### src/rtl/pipe_store_rng_if.sv
// Purpose : bundles the pipe-list and RNG signals of pipe_store_rng.
// Ports   : master = game CPU side (drives enables, insert and iterator
//           requests); slave = pipe_store_rng (drives count, current
//           element and rng_out).
interface pipe_store_rng_if #(
    parameter int unsigned X_WIDTH   = 12,
    parameter int unsigned Y_WIDTH   = 11,
    parameter int unsigned OUT_WIDTH = 9
);
    localparam int unsigned CNT_WIDTH = 5;

    logic                 list_ce;
    logic                 rng_ce;
    logic [CNT_WIDTH-1:0] count;
    logic                 insert_en;
    logic [X_WIDTH-1:0]   insert_x;
    logic [Y_WIDTH-1:0]   insert_y;
    logic                 iter_start;
    logic [X_WIDTH-1:0]   iter_in_x;
    logic [Y_WIDTH-1:0]   iter_in_y;
    logic                 iter_remove;
    logic [X_WIDTH-1:0]   iter_out_x;
    logic [Y_WIDTH-1:0]   iter_out_y;
    logic                 iter_out_valid;
    logic [OUT_WIDTH-1:0] rng_out;

    modport master (
        output list_ce, rng_ce, insert_en, insert_x, insert_y,
               iter_start, iter_in_x, iter_in_y, iter_remove,
        input  count, iter_out_x, iter_out_y, iter_out_valid, rng_out
    );

    modport slave (
        input  list_ce, rng_ce, insert_en, insert_x, insert_y,
               iter_start, iter_in_x, iter_in_y, iter_remove,
        output count, iter_out_x, iter_out_y, iter_out_valid, rng_out
    );
endinterface

### src/rtl/pipe_store_rng.sv
// Purpose : game-state helper holding a bounded, insertion-ordered list of
//           pipe records with a streaming modify/remove iterator, plus a
//           bounded Galois-LFSR generator for new pipe gap heights.
// Ports   : clk  - single rising-edge clock
//           rst  - synchronous active-low reset
//           bus  - pipe_store_rng_if.slave: list_ce/rng_ce enables, insert
//                  request, iterator start/write-back/remove, count,
//                  current element, rng_out
module pipe_store_rng #(
    parameter int unsigned CAPACITY  = 16,
    parameter int unsigned X_WIDTH   = 12,
    parameter int unsigned Y_WIDTH   = 11,
    parameter int unsigned OUT_WIDTH = 9,
    parameter int unsigned OUT_MIN   = 1,
    parameter int unsigned OUT_MAX   = 279
) (
    input  logic               clk,
    input  logic               rst,
    pipe_store_rng_if.slave    bus
);
    localparam int unsigned CNT_WIDTH  = 5;
    localparam int unsigned IDX_WIDTH  = (CAPACITY > 1) ? $clog2(CAPACITY) : 1;
    localparam int unsigned LFSR_WIDTH = 16;
    localparam logic [LFSR_WIDTH-1:0] LFSR_SEED = 16'hACE1;
    localparam logic [LFSR_WIDTH-1:0] LFSR_TAPS = 16'hB400;

    typedef struct packed {
        logic [X_WIDTH-1:0] x;
        logic [Y_WIDTH-1:0] y;
    } pipe_rec_t;

    // ------------------------------------------------------------------
    // List state
    // ------------------------------------------------------------------
    pipe_rec_t            r_mem [CAPACITY];
    logic [CNT_WIDTH-1:0] r_count;
    logic [CNT_WIDTH-1:0] r_rd;
    logic [CNT_WIDTH-1:0] r_wr;
    logic                 r_valid;
    pipe_rec_t            r_cur;

    logic [CNT_WIDTH-1:0] w_count_nxt;
    logic [CNT_WIDTH-1:0] w_rd_nxt;
    logic [CNT_WIDTH-1:0] w_wr_nxt;
    logic                 w_valid_nxt;
    pipe_rec_t            w_cur_nxt;
    logic                 w_mem_we;
    logic [CNT_WIDTH-1:0] w_mem_waddr;
    pipe_rec_t            w_mem_wdata;

    logic [CNT_WIDTH-1:0] w_rd_inc;
    logic                 w_more;
    pipe_rec_t            w_wb_rec;
    pipe_rec_t            w_ins_rec;

    assign w_rd_inc  = r_rd + CNT_WIDTH'(1);
    assign w_more    = (w_rd_inc < r_count);
    assign w_wb_rec  = '{x: bus.iter_in_x, y: bus.iter_in_y};
    assign w_ins_rec = '{x: bus.insert_x,  y: bus.insert_y};

    // Next-state for list control: restart > advance > insert.
    always_comb begin
        w_count_nxt = r_count;
        w_rd_nxt    = r_rd;
        w_wr_nxt    = r_wr;
        w_valid_nxt = r_valid;
        w_cur_nxt   = r_cur;
        w_mem_we    = 1'b0;
        w_mem_waddr = r_wr;
        w_mem_wdata = w_wb_rec;

        if (bus.list_ce) begin
            if (bus.iter_start) begin
                w_rd_nxt    = '0;
                w_wr_nxt    = '0;
                w_valid_nxt = (r_count != '0);
                // An empty list leaves the last presented element in place.
                if (r_count != '0) begin
                    w_cur_nxt = r_mem[0];
                end
            end else if (r_valid) begin
                // Survivors are written back at wr, which never passes rd,
                // so the read of rd+1 below always sees pre-edge contents.
                if (!bus.iter_remove) begin
                    w_mem_we    = 1'b1;
                    w_mem_waddr = r_wr;
                    w_mem_wdata = w_wb_rec;
                    w_wr_nxt    = r_wr + CNT_WIDTH'(1);
                end
                w_rd_nxt = w_rd_inc;
                if (w_more) begin
                    w_cur_nxt = r_mem[IDX_WIDTH'(w_rd_inc)];
                end else begin
                    // Final step: the compacted survivor count becomes the length.
                    w_valid_nxt = 1'b0;
                    w_count_nxt = r_wr + CNT_WIDTH'(!bus.iter_remove);
                end
            end else if (bus.insert_en && (r_count < CNT_WIDTH'(CAPACITY))) begin
                w_mem_we    = 1'b1;
                w_mem_waddr = r_count;
                w_mem_wdata = w_ins_rec;
                w_count_nxt = r_count + CNT_WIDTH'(1);
            end
        end
    end

    // List control registers.
    always_ff @(posedge clk) begin
        if (!rst) begin
            r_count <= '0;
            r_rd    <= '0;
            r_wr    <= '0;
            r_valid <= 1'b0;
            r_cur   <= '0;
        end else begin
            r_count <= w_count_nxt;
            r_rd    <= w_rd_nxt;
            r_wr    <= w_wr_nxt;
            r_valid <= w_valid_nxt;
            r_cur   <= w_cur_nxt;
        end
    end

    // Record storage; contents beyond count are don't-care, so no reset.
    always_ff @(posedge clk) begin
        if (rst && w_mem_we) begin
            r_mem[IDX_WIDTH'(w_mem_waddr)] <= w_mem_wdata;
        end
    end

    // ------------------------------------------------------------------
    // Bounded RNG
    // ------------------------------------------------------------------
    logic [LFSR_WIDTH-1:0] r_lfsr;
    logic [OUT_WIDTH-1:0]  r_rng;
    logic [LFSR_WIDTH-1:0] w_lfsr_nxt;
    logic [OUT_WIDTH-1:0]  w_cand;
    logic                  w_cand_ok;

    assign w_lfsr_nxt = (r_lfsr >> 1) ^ (r_lfsr[0] ? LFSR_TAPS : '0);
    assign w_cand     = w_lfsr_nxt[OUT_WIDTH-1:0];
    assign w_cand_ok  = (w_cand >= OUT_WIDTH'(OUT_MIN)) && (w_cand <= OUT_WIDTH'(OUT_MAX));

    // Out-of-range candidates are dropped so rng_out never leaves the range.
    always_ff @(posedge clk) begin
        if (!rst) begin
            r_lfsr <= LFSR_SEED;
            r_rng  <= OUT_WIDTH'(OUT_MIN);
        end else if (bus.rng_ce) begin
            r_lfsr <= w_lfsr_nxt;
            if (w_cand_ok) begin
                r_rng <= w_cand;
            end
        end
    end

    // ------------------------------------------------------------------
    // Outputs
    // ------------------------------------------------------------------
    assign bus.count          = r_count;
    assign bus.iter_out_x     = r_cur.x;
    assign bus.iter_out_y     = r_cur.y;
    assign bus.iter_out_valid = r_valid;
    assign bus.rng_out        = r_rng;

endmodule

### src/flat_wrapper.sv
// flat-port wrapper written by rule: the top's interface ports become plain ports
module pipe_store_rng_flat 
#(
    parameter int unsigned CAPACITY  = 16,
    parameter int unsigned X_WIDTH   = 12,
    parameter int unsigned Y_WIDTH   = 11,
    parameter int unsigned OUT_WIDTH = 9,
    parameter int unsigned OUT_MIN   = 1,
    parameter int unsigned OUT_MAX   = 279
)
  (clk, rst, bus_list_ce, bus_rng_ce, bus_insert_en, bus_insert_x, bus_insert_y, bus_iter_start, bus_iter_in_x, bus_iter_in_y, bus_iter_remove, bus_count, bus_iter_out_x, bus_iter_out_y, bus_iter_out_valid, bus_rng_out);
  pipe_store_rng_if #(.X_WIDTH(X_WIDTH), .Y_WIDTH(Y_WIDTH), .OUT_WIDTH(OUT_WIDTH)) bus_i ();
  input  logic clk;
  input  logic rst;
  input wire logic [$bits(bus_i.list_ce)-1:0] bus_list_ce;
  input wire logic [$bits(bus_i.rng_ce)-1:0] bus_rng_ce;
  input wire logic [$bits(bus_i.insert_en)-1:0] bus_insert_en;
  input wire logic [$bits(bus_i.insert_x)-1:0] bus_insert_x;
  input wire logic [$bits(bus_i.insert_y)-1:0] bus_insert_y;
  input wire logic [$bits(bus_i.iter_start)-1:0] bus_iter_start;
  input wire logic [$bits(bus_i.iter_in_x)-1:0] bus_iter_in_x;
  input wire logic [$bits(bus_i.iter_in_y)-1:0] bus_iter_in_y;
  input wire logic [$bits(bus_i.iter_remove)-1:0] bus_iter_remove;
  output wire logic [$bits(bus_i.count)-1:0] bus_count;
  output wire logic [$bits(bus_i.iter_out_x)-1:0] bus_iter_out_x;
  output wire logic [$bits(bus_i.iter_out_y)-1:0] bus_iter_out_y;
  output wire logic [$bits(bus_i.iter_out_valid)-1:0] bus_iter_out_valid;
  output wire logic [$bits(bus_i.rng_out)-1:0] bus_rng_out;
  assign bus_i.list_ce = bus_list_ce;
  assign bus_i.rng_ce = bus_rng_ce;
  assign bus_i.insert_en = bus_insert_en;
  assign bus_i.insert_x = bus_insert_x;
  assign bus_i.insert_y = bus_insert_y;
  assign bus_i.iter_start = bus_iter_start;
  assign bus_i.iter_in_x = bus_iter_in_x;
  assign bus_i.iter_in_y = bus_iter_in_y;
  assign bus_i.iter_remove = bus_iter_remove;
  assign bus_count = bus_i.count;
  assign bus_iter_out_x = bus_i.iter_out_x;
  assign bus_iter_out_y = bus_i.iter_out_y;
  assign bus_iter_out_valid = bus_i.iter_out_valid;
  assign bus_rng_out = bus_i.rng_out;
  pipe_store_rng #(.CAPACITY(CAPACITY), .X_WIDTH(X_WIDTH), .Y_WIDTH(Y_WIDTH), .OUT_WIDTH(OUT_WIDTH), .OUT_MIN(OUT_MIN), .OUT_MAX(OUT_MAX)) u_core (.clk(clk), .rst(rst), .bus(bus_i));
endmodule
### config.mk
export PLATFORM = sky130hd
export DESIGN_NAME = pipe_store_rng_flat
export DESIGN_NICKNAME = d
export VERILOG_FILES = /design/src/rtl/pipe_store_rng_if.sv /design/src/rtl/pipe_store_rng.sv /design/src/flat_wrapper.sv
export SDC_FILE = /design/constraint.sdc
export NUM_CORES = 1
export LEC_CHECK = 0
export BUFFER_PORTS_ARGS = -buffer_cell sky130_fd_sc_hd__buf_2
export CAP_MARGIN = 20
export CORE_ASPECT_RATIO = 0.5
export CORE_MARGIN = 3
export CORE_UTILIZATION = 40
export CTS_BUF_LIST = sky130_fd_sc_hd__clkbuf_4 sky130_fd_sc_hd__clkbuf_8
export DETAILED_ROUTE_END_ITERATION = 6
export PLACE_DENSITY = 0.62
export SYNTH_ARGS = -nofsm -noshare
export SYNTH_HDL_FRONTEND = slang
export SYNTH_SLANG_ARGS = --single-unit
### constraint.sdc
create_clock -name clk -period 7.9 [get_ports clk]
set_clock_uncertainty 0.05 [all_clocks]
set_input_delay 0.395 -clock clk [delete_from_list [all_inputs] [get_ports clk]]
set_output_delay 0.395 -clock clk [all_outputs]
set_load 0.02 [all_outputs]
==> impl_metrics.json <==
{
  "critPathRequiredTime_ns": 8.34,
  "dr_total_vias": 9783,
  "min_period_over_period_pct": 55.9,
  "swShare_pct": 21.7,
  "fin_nets": 1213,
  "whs_ns": 0.139,
  "timing.final.hold_violations": 0,
  "clk_path_buf_depth": 3,
  "insertion_delay_ns": 0.62,
  "min_to": "u_core.r_wr[1]$_SDFFE_PN0P_",
  "post_cts_resize_count": 0,
  "initial_core_util_pct": 41.1,
  "r2r_start": "u_core.r_rd[0]$_SDFFE_PN0P_",
  "leakage_nw": 6.56,
  "seqPwrFrac_pct": 54.2,
  "cap_viol_max_count": 0,
  "remaining_drc_errors": 0,
  "fmax_mhz": 226,
  "grt_pass1_wl_um": 63000,
  "cts.sinks": 432,
  "netlist_area_um2": 17500,
  "grt_usage_pct": 18.1,
  "clkPwrFrac_pct": 41.4,
  "htreeDepth": 3,
  "multi_input_area_um2": 4890,
  "antenna_found_initial": 1,
  "max_slew.worst_pin.slew_ns": 1.13,
  "p_int_mw": 3.65,
  "power.total_mw": 4.66,
  "ys_seq_area_share_pct": 70.5,
  "comb_power_share_pct": 4.4,
  "instances_no_fill": 1786,
  "synth_flop_cell": "edfxtp_1",
  "fillers": 3629,
  "globalRouteOverflowTotal": 0,
  "p_sw_mw": 1.01,
  "ant_nets": 0,
  "rows": 53,
  "end_kind": "flop",
  "ctsRootBufferMaster": "clkbuf_8",
  "arrival_ns": 4.85,
  "status": "finished, final reports clean",
  "dp_hpwl_um": 23900,
  "drt_iter0_drc": 947,
  "die_x_um": 302,
  "rsz0062_at_grt": "no",
  "fin_area_um2": 20100,
  "cts_hold_repair.buffers": 0,
  "post_cts_buffers": 0,
  "grt_pass1_vias": 10200,
  "netlist_instances": 1029,
  "period_needed_ns": 4.42,
  "layout-drive-gt1-share_pct": 30.4,
  "hold_class": "input port to flop",
  "io_buffers": 90,
  "clk_pin_slew_ns": 0.07,
  "post-place-ws_ns": 3.21,
  "syn_nets": 1092,
  "peakVddDrop_uv": 122,
  "cts_made_buffers": 66,
  "routabilityCongestion": 0.820,
  "grt_max_degree": 77,
  "drtPass1Iterations": 5,
  "post-route-util_pct": 47.2,
  "holdPathStages": 4,
  "die_height_um": 154,
  "regArea_um2": 12300,
  "startpoint_type": "flop",
  "tritoncts": "built",
  "fin_tns_setup_ns": 0,
  "async_flop_share_pct": 0,
  "r2r-end": "u_core.bus.iter_out_x[0]$_SDFFE_PN0P_",
  "io_pins": 91,
  "avgSynthCellArea_um2": 17.0,
  "wl_um": 41600,
  "core_um2": 42600,
  "power.density_nw_per_um2": 232,
  "setup_viol": 0,
  "wl_per_cell_um": 23.3,
  "slew_violations": 0,
  "crit_start": "u_core.r_rd[0]$_SDFFE_PN0P_",
  "min_from": "bus_list_ce",
  "post-route-worst-setup-slack_ns": 3.48,
  "synth_enable_flop_cells": 368,
  "dp.cells": 1657,
  "area_delta_synth_final_pct": 14.9,
  "final_common_cell": "edfxtp_1",
  "dpl_cell_area_um2": 18600,
  "ys_warn_count": 0,
  "synth_cell_type_count": 53,
  "die_area_um2": 46400,
  "crit_type": "flop to flop",
  "maxSlewHeadroom_pct": 24.4,
  "ys_seq_elements": 432,
  "r2r_cells": 10,
  "regToRegSetupSlack_ns": 3.48,
  "avgViaCountPerCell": 5.48,
  "worstPathMaxFanout": 48,
  "layout_common_cells": "edfxtp_1 (368), mux4_2 (92), buf_2 (90), nand2_1 (87), clkbuf_8 (77)"
}
-- synth_stat cells, types with 9 or more instances --
cell	number	area share (%)
nand2_1	87	1.9
ha_1	10	0.72
nand3_1	9	0.26
o21ai_0	33	0.94
inv_1	12	0.26
a21oi_1	13	0.37
clkbuf_1	30	0.64
nor3_1	54	1.5
mux4_2	92	12
dfxtp_1	64	7.3
nor2_1	66	1.4
mux2i_1	67	3.8
a2111oi_2	15	1.3
buf_2	15	0.43
buf_1	9	0.19
edfxtp_1	368	63
-- cell families after synthesis --
group,synth area share [%]
AOI/OAI and AO/OA,4.32
xor gates and xnor gates,0.644
adders and majority gates,0.716
buffers and inverters,2.06
DFF,70.5
muxes,15.7
and+or+nand+nor,6.05
-- state kept, by name, summed over array words and instances (netlist names) --
register                   count
u_core.bus.iter_out_valid      1
u_core.r_mem                 368
u_core.bus.iter_out_x         12
u_core.r_wr                    5
u_core.bus.iter_out_y         11
u_core.bus.rng_out             9
u_core.r_rd                    5
u_core.bus.count               5
u_core.r_lfsr                 16
-- metal layers --
metal	share of wire, %	GRT usage, %
met5	0	0
met4	1.6	4.86
met3	6.1	3.81
met2	48	29.1
met1	44	25.3
-- worst max-delay path: stages (launching register included) --
cell       delay [ns]
dfxtp_4          0.63
buf_16           0.30
ha_4             0.22
xor2_4           0.13
buf_4            0.79
ha_1             0.40
a21oi_1          0.15
o21ai_1          0.18
a311o_2          0.72
a2111oi_0        0.56
nor2_1           0.09
-- power groups by stage --
stage	registers [mW]	logic (mW)	clock network [mW]
after global routing	2.53	0.223	2.08
after floorplan	2.58	0.114	0
final	2.53	0.203	1.93
after CTS	2.53	0.202	1.97
after detailed placement	2.58	0.202	0
after global placement	2.58	0.195	0
-- worst max path at each step --
stage,to,slack [ns],cells past startpoint
2_1_floorplan,u_core.r_mem[5][0]$_DFFE_PP_,4.96,8
3_3_place_gp,u_core.bus.iter_out_x[1]$_SDFFE_PN0P_,3.31,9
3_5_place_dp,u_core.r_mem[7][13]$_DFFE_PP_,3.21,8
4_1_cts,u_core.bus.iter_out_x[0]$_SDFFE_PN0P_,3.28,9
5_1_grt,u_core.bus.iter_out_x[1]$_SDFFE_PN0P_,3.20,10
6_report,u_core.bus.iter_out_x[0]$_SDFFE_PN0P_,3.48,10
-- layout make-up --
| class | count | area share, % |
|---|---|---|
| multi-input combinational | 521 | 24.3 |
| clock inverter | 20 | 0.797 |
| sequential | 432 | 61.4 |
| clock buffer | 102 | 6.21 |
| tap | 577 | 3.59 |
| antenna | 5 | 0.0623 |
| inverter | 13 | 0.243 |
| timing repair buffer | 116 | 3.38 |
No activity file was read; power rests on OpenSTA's default activity.
